==> config.mk <==
export PLATFORM = sky130hd
export DESIGN_NAME = axis_1553_encoder_mc
export DESIGN_NICKNAME = d
export VERILOG_FILES = /design/src/rtl/axis_1553_pkg.sv /design/src/rtl/mil1553_halfbit_tick.sv /design/src/rtl/axis_1553_encoder_mc.sv
export SDC_FILE = /design/constraint.sdc
export NUM_CORES = 1
export LEC_CHECK = 0
export CORE_ASPECT_RATIO = 0.8
export CORE_MARGIN = 2
export CORE_UTILIZATION = 42
export CTS_BUF_LIST = sky130_fd_sc_hd__clkbuf_8 sky130_fd_sc_hd__clkbuf_16
export DETAILED_ROUTE_END_ITERATION = 10
export HOLD_SLACK_MARGIN = 0.08
export PLACE_DENSITY = 0.74
export SYNTH_ARGS = -nofsm -noshare
export SYNTH_HDL_FRONTEND = slang
export SYNTH_SLANG_ARGS = --single-unit
==> constraint.sdc <==
create_clock -name aclk -period 9.5 [get_ports aclk]
set_clock_uncertainty 0.2 [all_clocks]
set_input_delay 2.375 -clock aclk [delete_from_list [all_inputs] [get_ports aclk]]
set_output_delay 2.375 -clock aclk [all_outputs]
set_load 0.1 [all_outputs]
==> src/rtl/axis_1553_pkg.sv <==
// axis_1553_pkg: shared types and constants for the 1553 Manchester II encoder
package axis_1553_pkg;
  typedef enum logic [2:0] {IDLE, SYNC, DATA, PARITY, GAP} state_t;
  localparam logic [5:0] SYNC_HALF = 6'd6;
  localparam logic [5:0] DATA_HALF = 6'd32;
  localparam logic [5:0] PARITY_HALF = 6'd2;
  localparam int TU_SYNC = 7;
  localparam int TU_INV = 6;
  localparam int TU_SEL = 4;
  localparam int TU_GAP = 0;
  localparam logic [1:0] DIFF_HI = 2'b10;
  localparam logic [1:0] DIFF_LO = 2'b01;
  localparam logic [1:0] DIFF_IDLE = 2'b00;
  function automatic logic [1:0] manchester(input logic b, input logic second_half);
    return (b ^ second_half) ? DIFF_HI : DIFF_LO;
  endfunction
endpackage

==> src/rtl/mil1553_halfbit_tick.sv <==
// mil1553_halfbit_tick: half-bit cycle counter with phase-position flags
module mil1553_halfbit_tick #(
  parameter int H = 10
) (
  input  logic       clk,
  input  logic       rst,
  input  logic       clear,
  input  logic [5:0] len,
  output logic       tick,
  output logic       last,
  output logic       pre_last,
  output logic [5:0] half
);
  localparam int CW = $clog2(H);
  logic [CW-1:0] cnt_q, cnt_d;
  logic [5:0] half_q, half_d;
  // tick closes a half-bit; last/pre_last mark the final and penultimate cycle of the phase
  always_comb begin
    tick = cnt_q == CW'(H - 1);
    last = tick && half_q == len - 6'd1;
    pre_last = cnt_q == CW'(H - 2) && half_q == len - 6'd1;
    cnt_d = (clear || tick) ? '0 : cnt_q + CW'(1);
    half_d = (clear || last) ? '0 : tick ? half_q + 6'd1 : half_q;
    half = half_q;
  end
  // counter state
  always_ff @(posedge clk) begin
    if (rst) begin
      cnt_q <= '0;
      half_q <= '0;
    end else begin
      cnt_q <= cnt_d;
      half_q <= half_d;
    end
  end
endmodule

==> src/rtl/axis_1553_encoder_mc.sv <==
// axis_1553_encoder_mc: AXI-Stream to multi-bus MIL-STD-1553 Manchester II encoder
module axis_1553_encoder_mc
  import axis_1553_pkg::*;
#(
  parameter int clock_speed = 20000000,
  parameter int data_rate = 1000000,
  parameter int NUM_BUS = 2
) (
  input  logic                 aclk,
  input  logic                 arst,
  input  logic [15:0]          s_axis_tdata,
  input  logic                 s_axis_tvalid,
  input  logic [7:0]           s_axis_tuser,
  output logic                 s_axis_tready,
  output logic [2*NUM_BUS-1:0] diff,
  output logic [NUM_BUS-1:0]   en_diff,
  output logic                 drop
);
  localparam int H = clock_speed / (2 * data_rate);
  if (clock_speed % (2 * data_rate) != 0 || H < 2) begin : g_bad_rate
    $error("clock_speed/(2*data_rate) must be an integer >= 2");
  end
  if (NUM_BUS < 1 || NUM_BUS > 4) begin : g_bad_bus
    $error("NUM_BUS must be 1..4");
  end
  state_t state_q, state_d;
  logic [15:0] data_q, data_d;
  logic [7:0] user_q, user_d;
  logic [2*NUM_BUS-1:0] diff_q, diff_d;
  logic [NUM_BUS-1:0] en_q, en_d;
  logic tready_q, tready_d, drop_q, drop_d;
  logic tick, last, pre_last, accept, bad, start, active, bit_v;
  logic [5:0] half, half_nxt, len;
  logic [3:0] gap;
  logic [1:0] sym;
  assign gap = user_q[TU_GAP +: 4];
  assign len = state_q == SYNC ? SYNC_HALF : state_q == DATA ? DATA_HALF :
               state_q == PARITY ? PARITY_HALF : state_q == GAP ? {1'b0, gap, 1'b0} : SYNC_HALF;
  mil1553_halfbit_tick #(.H(H)) u_tick (
    .clk(aclk),
    .rst(arst),
    .clear(state_q == IDLE),
    .len(len),
    .tick(tick),
    .last(last),
    .pre_last(pre_last),
    .half(half)
  );
  // next state and the symbol to drive in the following cycle, so outputs stay registered
  always_comb begin
    accept = s_axis_tvalid && tready_q;
    bad = int'(s_axis_tuser[TU_SEL +: 2]) >= NUM_BUS;
    start = accept && !bad;
    drop_d = accept && bad;
    data_d = start ? s_axis_tdata : data_q;
    user_d = start ? s_axis_tuser : user_q;
    state_d = state_q;
    case (state_q)
      IDLE:    state_d = start ? SYNC : IDLE;
      SYNC:    state_d = last ? DATA : SYNC;
      DATA:    state_d = last ? PARITY : DATA;
      PARITY:  state_d = !last ? PARITY : start ? SYNC : gap != 4'd0 ? GAP : IDLE;
      GAP:     state_d = !last ? GAP : start ? SYNC : IDLE;
      default: state_d = IDLE;
    endcase
    half_nxt = tick ? (last ? 6'd0 : half + 6'd1) : half;
    bit_v = state_d == DATA ? data_d[4'd15 - half_nxt[4:1]] : (~^data_d) ^ user_d[TU_INV];
    sym = state_d == SYNC ? (((half_nxt < 6'd3) ^ !user_d[TU_SYNC]) ? DIFF_HI : DIFF_LO)
                          : manchester(bit_v, half_nxt[0]);
    active = state_d == SYNC || state_d == DATA || state_d == PARITY;
    for (int b = 0; b < NUM_BUS; b++) begin
      diff_d[2*b +: 2] = (active && user_d[TU_SEL +: 2] == 2'(b)) ? sym : DIFF_IDLE;
      en_d[b] = active && user_d[TU_SEL +: 2] == 2'(b);
    end
    tready_d = state_d == IDLE || (pre_last && ((state_q == PARITY && gap == 4'd0) || state_q == GAP));
  end
  // registered FSM state, latched word and outputs
  always_ff @(posedge aclk) begin
    if (arst) begin
      state_q <= IDLE;
      data_q <= '0;
      user_q <= '0;
      diff_q <= '0;
      en_q <= '0;
      tready_q <= 1'b0;
      drop_q <= 1'b0;
    end else begin
      state_q <= state_d;
      data_q <= data_d;
      user_q <= user_d;
      diff_q <= diff_d;
      en_q <= en_d;
      tready_q <= tready_d;
      drop_q <= drop_d;
    end
  end
  assign s_axis_tready = tready_q;
  assign diff = diff_q;
  assign en_diff = en_q;
  assign drop = drop_q;
endmodule

Word level (Yosys, flattened, before mapping):

Cells that the tools add are included.

* add/subtract/negate cells: 4
* $lt $le $gt $ge: 3
* equal/unequal tests: 11
* mux-type cells: 22
* bitwise gates (word level): 5
* reduce and logical (&&, ||, !) cells: 27

Operators with widths (count)
* $mux W6: 4
* $mux W16: 1
* $reduce_xnor A16 Y1: 1
* $pmux W3 S5: 1
* $eq A3 B2 Y1 const B: 4
* $mux W3: 4
* $mux W5: 2
* $logic_and A1 B1 Y1: 9
* $eq A4 B4 Y1 const B: 2
* $mux W2: 4
* $mux W8: 1
* $reduce_or A2 Y1: 4
* $add A6 B1 Y6 const B: 1
* $eq A3 B1 Y1 const B: 2
* $eq A6 B6 Y1: 1
* $logic_not A3 Y1: 2
* $logic_or A1 B1 Y1: 6
* $lt A6 B2 Y1 const B: 1
* $sub A6 B1 Y6 const B: 1
* $lt A4 B5 Y1 const B: 1
* $add A4 B1 Y4 const B: 1
* $bmux W1 S4: 1
* $logic_not A4 Y1: 1
* $mux W1: 4
* 9 further kinds: 13

* register bits: 45
* input port bits: 27
* output and inout port bits: 8
* logic and storage cells: 83

Logic depth before layout (Yosys ltp):

Gate-level depths: netlist of run 1.

* word-level depth: 17
* gate-level depth with buffers: 15
* gate-level depth less buffers: 13

Modules after synthesis:

A second synthesis of run 1 with hierarchy kept.

* cells, all modules: 420
* area, all modules: 3288.2 µm²

Modules (own cells, without submodules)
* axis_1553_encoder_mc: times used 1, cells an instance 330, area each 2578.7 µm², sequential area each 700.7 µm²
* mil1553_halfbit_tick: times used 1, cells an instance 90, area each 709.4 µm², sequential area each 200.2 µm²

Worst setup path before layout of run 1:

OpenSTA, ideal clock, no wires.

* path kind: in2reg
* start point: input s_axis_tvalid
* end point: register diff_q[3], in the netlist diff[3]
* setup time: 0.073 ns
* arrival: 4.702 ns
* data required time: 9.227 ns
* slack: 4.525 ns
* stages: 11
* path buffers: 3
* cell sequence: nand2_1 or2_1 clkbuf_1 buf_2 clkbuf_1 mux2i_1 nand3_2 a41o_1 o211a_1 mux2_4 nor3_2

* longest elaborated chain between the ends: 11
* elaborated cells on any way between the ends: 29
* classes of those cells: eq/ne: 4; mux: 13; bitwise: 4; reduce/logical: 8

Ends and longest elaborated chain
* from (decl): line axis_1553_encoder_mc.sv:12 `input logic s_axis_tvalid,`
* $logic_and A1 B1 Y1 (*): line axis_1553_encoder_mc.sv:51 `accept = s_axis_tvalid && tready_q;`
* $logic_and A1 B1 Y1 (*): line axis_1553_encoder_mc.sv:53 `start = accept && !bad;`
* branches (longest 9 deep; another with $pmux W3 S5)
* to (signal assigned): line axis_1553_encoder_mc.sv:91 `diff_q <= diff_d;`
* to (decl): line axis_1553_encoder_mc.sv:29 `logic [2*NUM_BUS-1:0] diff_q, diff_d;`

Every way passes the cells marked *. The select of a mux whose other input is x is not followed.
A chain may end at the register's enable or synchronous reset.

Final worst setup path of run 1:

* start point: input s_axis_tvalid
* end point: register diff_q[1], in the netlist diff[1]

The elaborated chain is that of the path after synthesis.

==> results.md, run 1 <==
- Post-CTS Hold Buffers: 0
- Number of buffers inserted by port buffering: 34
- Final weighted congestion of routability-driven global placement: 0.883
- Vias: 2193
- Clock tree from TritonCTS: yes
- Clock root buffer: sky130_fd_sc_hd__clkbuf_8
- CP Capture Type: flop
- Maximum fanout count along the critical path: 14
- Longest Clk Path Bufs: 2
- Floorplan Core Area: 5910 µm²
- Drt first-iter violations: 180
- # clock sinks: 45
- Cell family contributing the most delay on the critical path: simple AND/OR/NAND/NOR gates
- Total area of sequential cells: 901 µm²
- Fraction of the yosys area taken by sequential cells: 34.9%
- WL per Instance: 13.7 µm
- Power per Cell Area: 129 nW/µm²
- Synth top cells by count: sky130_fd_sc_hd__dfxtp_1, sky130_fd_sc_hd__nand2_1, sky130_fd_sc_hd__nor2_1
- Post-CTS Setup Bufs: 0
- Class of the most critical hold timing path: flop to flop
- GRT Residual Overflow: 0
- Register clock-pin slew on the reported worst setup and hold paths: 90 ps
- Largest area contributor in the netlist: sky130_fd_sc_hd__dfxtp_1
- Top flip-flop cell by instance count after synthesis: sky130_fd_sc_hd__dfxtp_1
- H-tree level count: 2
- Horizontal die dimension: 91.7 µm
- Fraction of final layout cells sized beyond drive strength 1: 6.25%
- Maximum number of pins on one net before global-route repair: 33
- Quantity of gates resized following cts: 0
- Number of buffers created by CTS: 5
- Unrepaired setup endpoints after global routing: false
- Filler cell count in the final layout: 581
- Maximum clock rate: 199 MHz
- Leakage dissipation: 1.20 nW
- Worst skew pair latency: 310 ps
- Final Hold Vio Count: 0
- Full die area: 6800 µm²
- Tcrit/Tclk final: 53.0%
- Antenna violations before repair: 0
- Cells after synthesis: 309
- Post-Route WL: 5.71 mm
- Slew at the pin closest to its max-slew limit: 965 ps
- IO Count: 35
- Cell with the largest stage delay on the worst path: sky130_fd_sc_hd__nor2_1
- Arrival @ worst endpoint: 5030 ps
- Cell Area, Synth: 2580 µm²
- Accumulated negative setup slack: 0 ps
- Number of buffer and inverter stages on the critical path: 1
- Share of synthesized flip-flops with an asynchronous set or reset: 0%
- Start-to-end type of the worst setup path: input port to flop
- First-pass GRT wire length: 9.65 mm
- DRC Markers: 0
- Most repeated cell in the gate-level netlist after synthesis: sky130_fd_sc_hd__dfxtp_1
- Net count after synthesis: 341
- Total of endpoints with negative setup slack in the final report: 0
- Post-detailed-placement half-perimeter wirelength: 4.21 mm
- Chain of cells forming the critical path: clkdlybuf4s50_1 > nand2_1 > nor2_1 > nand2_1 > and2_1 > xnor2_1 > xnor2_1 > xnor2_1 > xnor2_1 > o31ai_1 > nor3_1
- Via count of the first global-routing pass: 2030
- Number of distinct library cells after synthesis: 56
- Yosys warns: 0
- Starting Density: 43.7%
- Number of enable-type register cells in the synthesized netlist: 0
- Worst path max stage delay: 710 ps
- Area growth, synth to finish: 18.0%
- Cell row count: 25
- Run status: complete, no violations
- Syn Area/Cell: 8.36 µm²
- Main area contributors after synthesis: sky130_fd_sc_hd__dfxtp_1, sky130_fd_sc_hd__xnor2_1, sky130_fd_sc_hd__mux2i_1
- Multi-input gate area: 1570 µm²
- Total global routing track utilization: 18.1%
- Crit path required time: 9500 ps
- First-pass iteration count of the detailed router: 4
- Top-area cell type share of the netlist area: 34.9%
- Cell occurring most often along the worst timing path: sky130_fd_sc_hd__xnor2_1
- Ant. Diodes: 0
- Peak supply drop: 0.0553 mV
- Startpoint class of the critical path: input port
- Number of routed nets with antenna violations: 0
- Number of max-cap violations: 0
- Final critical path time including I/O delays and setup: 5030 ps
- Pins over their slew limit: 0
- Final net count: 367
- Via density per instance: 5.26
- Die height: 74.1 µm
- Number of synthesized register bits: 45
- Slew HR: 35.4%
- Post-layout utilization of the core: 51.6%
==> layout by cell type, fill, tap and decap left out, drive strengths merged, types with 2 or more instances in the layout <==
cell type      instances
dfxtp                 45
o31ai                  7
a31o                   2
a31oi                  5
or3                    2
inv                    6
nor2                  37
xnor2                 26
xor2                  11
clkinv                 2
nand2                 38
nand2b                 3
nor2b                  2
ha                     5
o22ai                  2
clkbuf                 5
buf                    3
nand4                  3
a21oi                 20
o21ai                 11
clkdlybuf4s50         34
nor3                  13
nor3b                  2
nand3                  9
and2                   5
mux2i                 16
==> routing by layer <==
metal	global-route usage (%)	wire length, µm
met5	0	0
met1	24.6	2710
met3	5.07	416
met2	28.8	2520
met4	4.71	62
==> final cells by class <==
class | count | share of cell area [%]
multi-input cells | 240 | 51.6
flip-flops and latches | 45 | 29.6
repair buffers | 37 | 11.9
well taps | 81 | 3.33
clock buffers | 5 | 2.26
inverters | 6 | 0.739
clock inverters | 3 | 0.575
==> flip-flops by register name, indices dropped and copies added, names as in the netlist <==
| name | count |
|---|---|
| state_q | 3 |
| u_tick.half | 6 |
| user_q | 8 |
| data_q | 16 |
| u_tick.cnt_q | 4 |
| drop | 1 |
| s_axis_tready | 1 |
| en_diff | 2 |
| diff | 4 |
==> worst min-delay path: cells and delay by family (launching register included) <==
kind,cells,cell delay (ps)
and+or+nand+nor,1,50
AOI/OAI and AO/OA,1,50
DFF,1,330
==> power by group <==
group	switching (mW)	total (mW)	internal, mW	leakage, nW
Combinational	0.0415	0.0758	0.0343	0.789
Clock	0.0686	0.119	0.0509	0.0439
Sequential	0.00351	0.197	0.194	0.365
Total	0.114	0.392	0.279	1.20
==> final timing paths <==
check                              from                    to  slack, ps  cells after the start
hold / removal     user_q[6]$_SDFF_PP0_  user_q[6]$_SDFF_PP0_        270                      2
setup reg to reg  state_q[0]$_SDFF_PP0_    diff[3]$_SDFF_PP0_       5390                     13
setup / recovery          s_axis_tvalid    diff[1]$_SDFF_PP0_       4470                     11
hold reg to reg    user_q[6]$_SDFF_PP0_  user_q[6]$_SDFF_PP0_        270                      2
==> through the flow <==
| step | cells | instance area [µm²] | setup WS, ps | hold slack (ps) | total power [mW] |
|---|---|---|---|---|---|
| finish | 417 | 3050 | 4470 | 273 | 0.392 |
| CTS | 417 | 3050 | 4480 | 279 | 0.395 |
| detailed placement | 409 | 2960 | 4160 | 266 | 0.277 |
| global placement | 409 | 2960 | 4270 | 260 | 0.276 |
| global route | 417 | 3050 | 4220 | 304 | 0.413 |
| floorplan | 309 | 2580 | 4530 | 245 | 0.255 |
==> cell families after synthesis <==
family / count (synthesis) / share of synthesized area [%]
simple gates: 124 / 23.3
compound gates: 56 / 14.1
flops: 45 / 34.9
xor+xnor: 37 / 13.6
buf+inv: 24 / 4.17
mux: 18 / 7.65
fa+ha+maj: 5 / 2.42
Power figures use the tool's default switching activity.
==> run 2: changes to the inputs <==
- clock period: 9.5 -> 4.88 ns (I/O delays scaled with it)
==> run 2 against run 1 <==
Utilization increased by 0.63 points. Non-clock buffer count increased by 1. Setup slack got worse by 3700 ps. Sequential share of layout area decreased by 0.36 points. Via count increased by 3.2%. Final cell count increased by 0.24%. Total power increased by 110%. First-iteration DRC count decreased by 3.3%. Die area unchanged. Critical path type is now flop to flop.
==> results.md, run 2 (synthesis results as in run 1) <==
- Run status: complete, no violations
- Power per Cell Area: 267 nW/µm²
- Fraction of power consumed by the clock network: 35.2%
- Final weighted congestion of routability-driven global placement: 0.886
- Worst hold path endpoint: user_q[6]$_SDFF_PP0_
- Total of endpoints with negative setup slack in the final report: 0
- GRT Residual Overflow: 0
- Sw Pwr: 213 µW
- Setup slack after placement: 563 ps
- Pins over their slew limit: 0
- Die height: 74.1 µm
- Worst skew pair latency: 300 ps
- Unrepaired setup endpoints after global routing: false
- Vias: 2263
- Antenna violations before repair: 0
- H-tree level count: 2
- Startpoint class of the critical path: flop
- Quantity of gates resized following cts: 0
- Number of routed nets with antenna violations: 0
- Maximum clock rate: 244 MHz
- Internal cell power: 609 µW
- Register clock-pin slew on the reported worst setup and hold paths: 80 ps
- Final Hold Vio Count: 0
- Maximum number of pins on one net before global-route repair: 33
- Accumulated negative setup slack: 0 ps
- Clock tree from TritonCTS: yes
- Arrival @ worst endpoint: 4120 ps
- Slew HR: 34.5%
- Start point of the worst hold path: user_q[6]$_SDFF_PP0_
- Peak supply drop: 0.181 mV
- Class of the most critical hold timing path: flop to flop
- Number of max-cap violations: 0
- Crit path required time: 4900 ps
- Floorplan Core Area: 5910 µm²
- DRC Markers: 0
- Number of buffers inserted by port buffering: 34
- Drt first-iter violations: 174
- Worst hold-check slack: 284 ps
- Cell row count: 25
- Post-CTS Hold Buffers: 0
- Largest register FFs: 16
- Tcrit/Tclk final: 84.1%
- Starting Density: 43.7%
- Total area of sequential cells: 901 µm²
- Horizontal die dimension: 91.7 µm
- First-pass GRT wire length: 9.53 mm
- Post-Route WL: 5.72 mm
- Cell with the largest stage delay on the worst path: sky130_fd_sc_hd__dfxtp_1
- Fraction of power spent switching nets: 25.9%
- Area growth, synth to finish: 19.5%
- Multi-input gate area: 1570 µm²
- Wire length on met3: 444 µm
- Final critical path time including I/O delays and setup: 4110 ps
- Total global routing track utilization: 17.6%
- Most frequent standard cell in the layout excluding fill and tap cells: sky130_fd_sc_hd__dfxtp_1
- Chain of cells forming the critical path: nor3b_2 > a31o_1 > ha_1 > xnor2_1 > a31oi_1 > and4b_1 > nand3_1 > o31ai_2 > mux4_2 > nand4_1 > o211a_1 > mux2_4 > nor3_1
- Cell count of the worst hold path: 2
- Cells after DPL: 410
- Final net count: 368
- Number of buffers created by CTS: 5
- Post-CTS Setup Bufs: 0
- Post-detailed-placement half-perimeter wirelength: 4.18 mm
- Total length of routed met2 wires: 2.60 mm
- WL per Instance: 13.7 µm
- Worst-case register-to-register setup slack: 770 ps
- # clock sinks: 45
- Number of buffer and inverter stages on the critical path: 0
- Beginning of the worst register-to-register path: state_q[0]$_SDFF_PP0_
- Register bank with the most flops: data_q
- Slew at the pin closest to its max-slew limit: 979 ps
- Worst path max stage delay: 800 ps
- Final worst-path setup slack: 774 ps
- Via density per instance: 5.41
- Post-route met1 wirelength: 2.63 mm
- Fraction of final layout cells sized beyond drive strength 1: 6.23%
- Power share of the sequential group: 46.7%
- Start-to-end type of the worst setup path: flop to flop
- Leakage dissipation: 1.22 nW
- RR Endpoint: diff[1]$_SDFF_PP0_
- Worst r2r path cells: 13
- Top library cells by usage in the layout, fill and taps aside: sky130_fd_sc_hd__dfxtp_1, sky130_fd_sc_hd__nand2_1, sky130_fd_sc_hd__nor2_1, sky130_fd_sc_hd__clkdlybuf4s50_1, sky130_fd_sc_hd__xnor2_1
- IO Count: 35
- Longest Clk Path Bufs: 2
- Logic gate share of total power: 18.1%
- Ant. Diodes: 0
- Clock root buffer: sky130_fd_sc_hd__clkbuf_8
- Maximum fanout count along the critical path: 21
- Cell family contributing the most delay on the critical path: compound AO/OA/AOI/OAI gates
- Fin cells: 418
- Top Layer Used: met4
- Full die area: 6800 µm²
- First-pass iteration count of the detailed router: 4
- Filler cell count in the final layout: 533
- Via count of the first global-routing pass: 2073
- CP Capture Type: flop
## run 2: layer usage
metal / global-route usage [%] / vias to the layer above
met5: 0 / -
met4: 6.23 / 0
met3: 4.15 / 6
met2: 27.5 / 87
met1: 24.1 / 1054
li1: - / 1116
## run 2: area by class of cell
| type | count | share of cell area, % |
|---|---|---|
| Sequential cell | 45 | 29.2 |
| Clock buffer | 6 | 2.68 |
| Inverter | 6 | 0.730 |
| Timing Repair Buffer | 38 | 12.0 |
| Multi-Input combinational cell | 240 | 51.0 |
| Clock inverter | 2 | 1.09 |
| Tap cell | 81 | 3.28 |
## run 2: tightest hold or removal path, stage by stage, from the launching register on
cell	delay [ps]
sky130_fd_sc_hd__dfxtp_1	330
sky130_fd_sc_hd__nand2_1	60
sky130_fd_sc_hd__a21oi_1	60
## run 2: power groups by stage
| stage | Clock (mW) | Combinational, mW | Sequential [mW] |
|---|---|---|---|
| after floorplan | 0 | 0.0843 | 0.412 |
| after global placement | 0 | 0.145 | 0.392 |
| after detailed placement | 0 | 0.148 | 0.393 |
| after CTS | 0.298 | 0.148 | 0.384 |
| after global routing | 0.315 | 0.161 | 0.386 |
| final | 0.290 | 0.149 | 0.384 |
## run 2: through the flow
step	total power [mW]	instance area, µm²	util (%)
global placement	0.538	2970	50.2
detailed placement	0.540	2970	50.2
finish	0.822	3090	52.2
floorplan	0.496	2580	-
CTS	0.830	3090	52.2
global route	0.861	3090	52.2
## run 2: how the worst max path moves through the flow
stage	startpoint	to	slack, ps	cells after the start
2_1_floorplan	s_axis_tvalid	diff[3]$_SDFF_PP0_	1060	11
3_3_place_gp	s_axis_tvalid	diff[1]$_SDFF_PP0_	650	12
3_5_place_dp	s_axis_tvalid	diff[1]$_SDFF_PP0_	560	12
4_1_cts	state_q[0]$_SDFF_PP0_	diff[1]$_SDFF_PP0_	800	13
5_1_grt	state_q[0]$_SDFF_PP0_	diff[1]$_SDFF_PP0_	410	13
6_report	state_q[0]$_SDFF_PP0_	diff[1]$_SDFF_PP0_	770	13
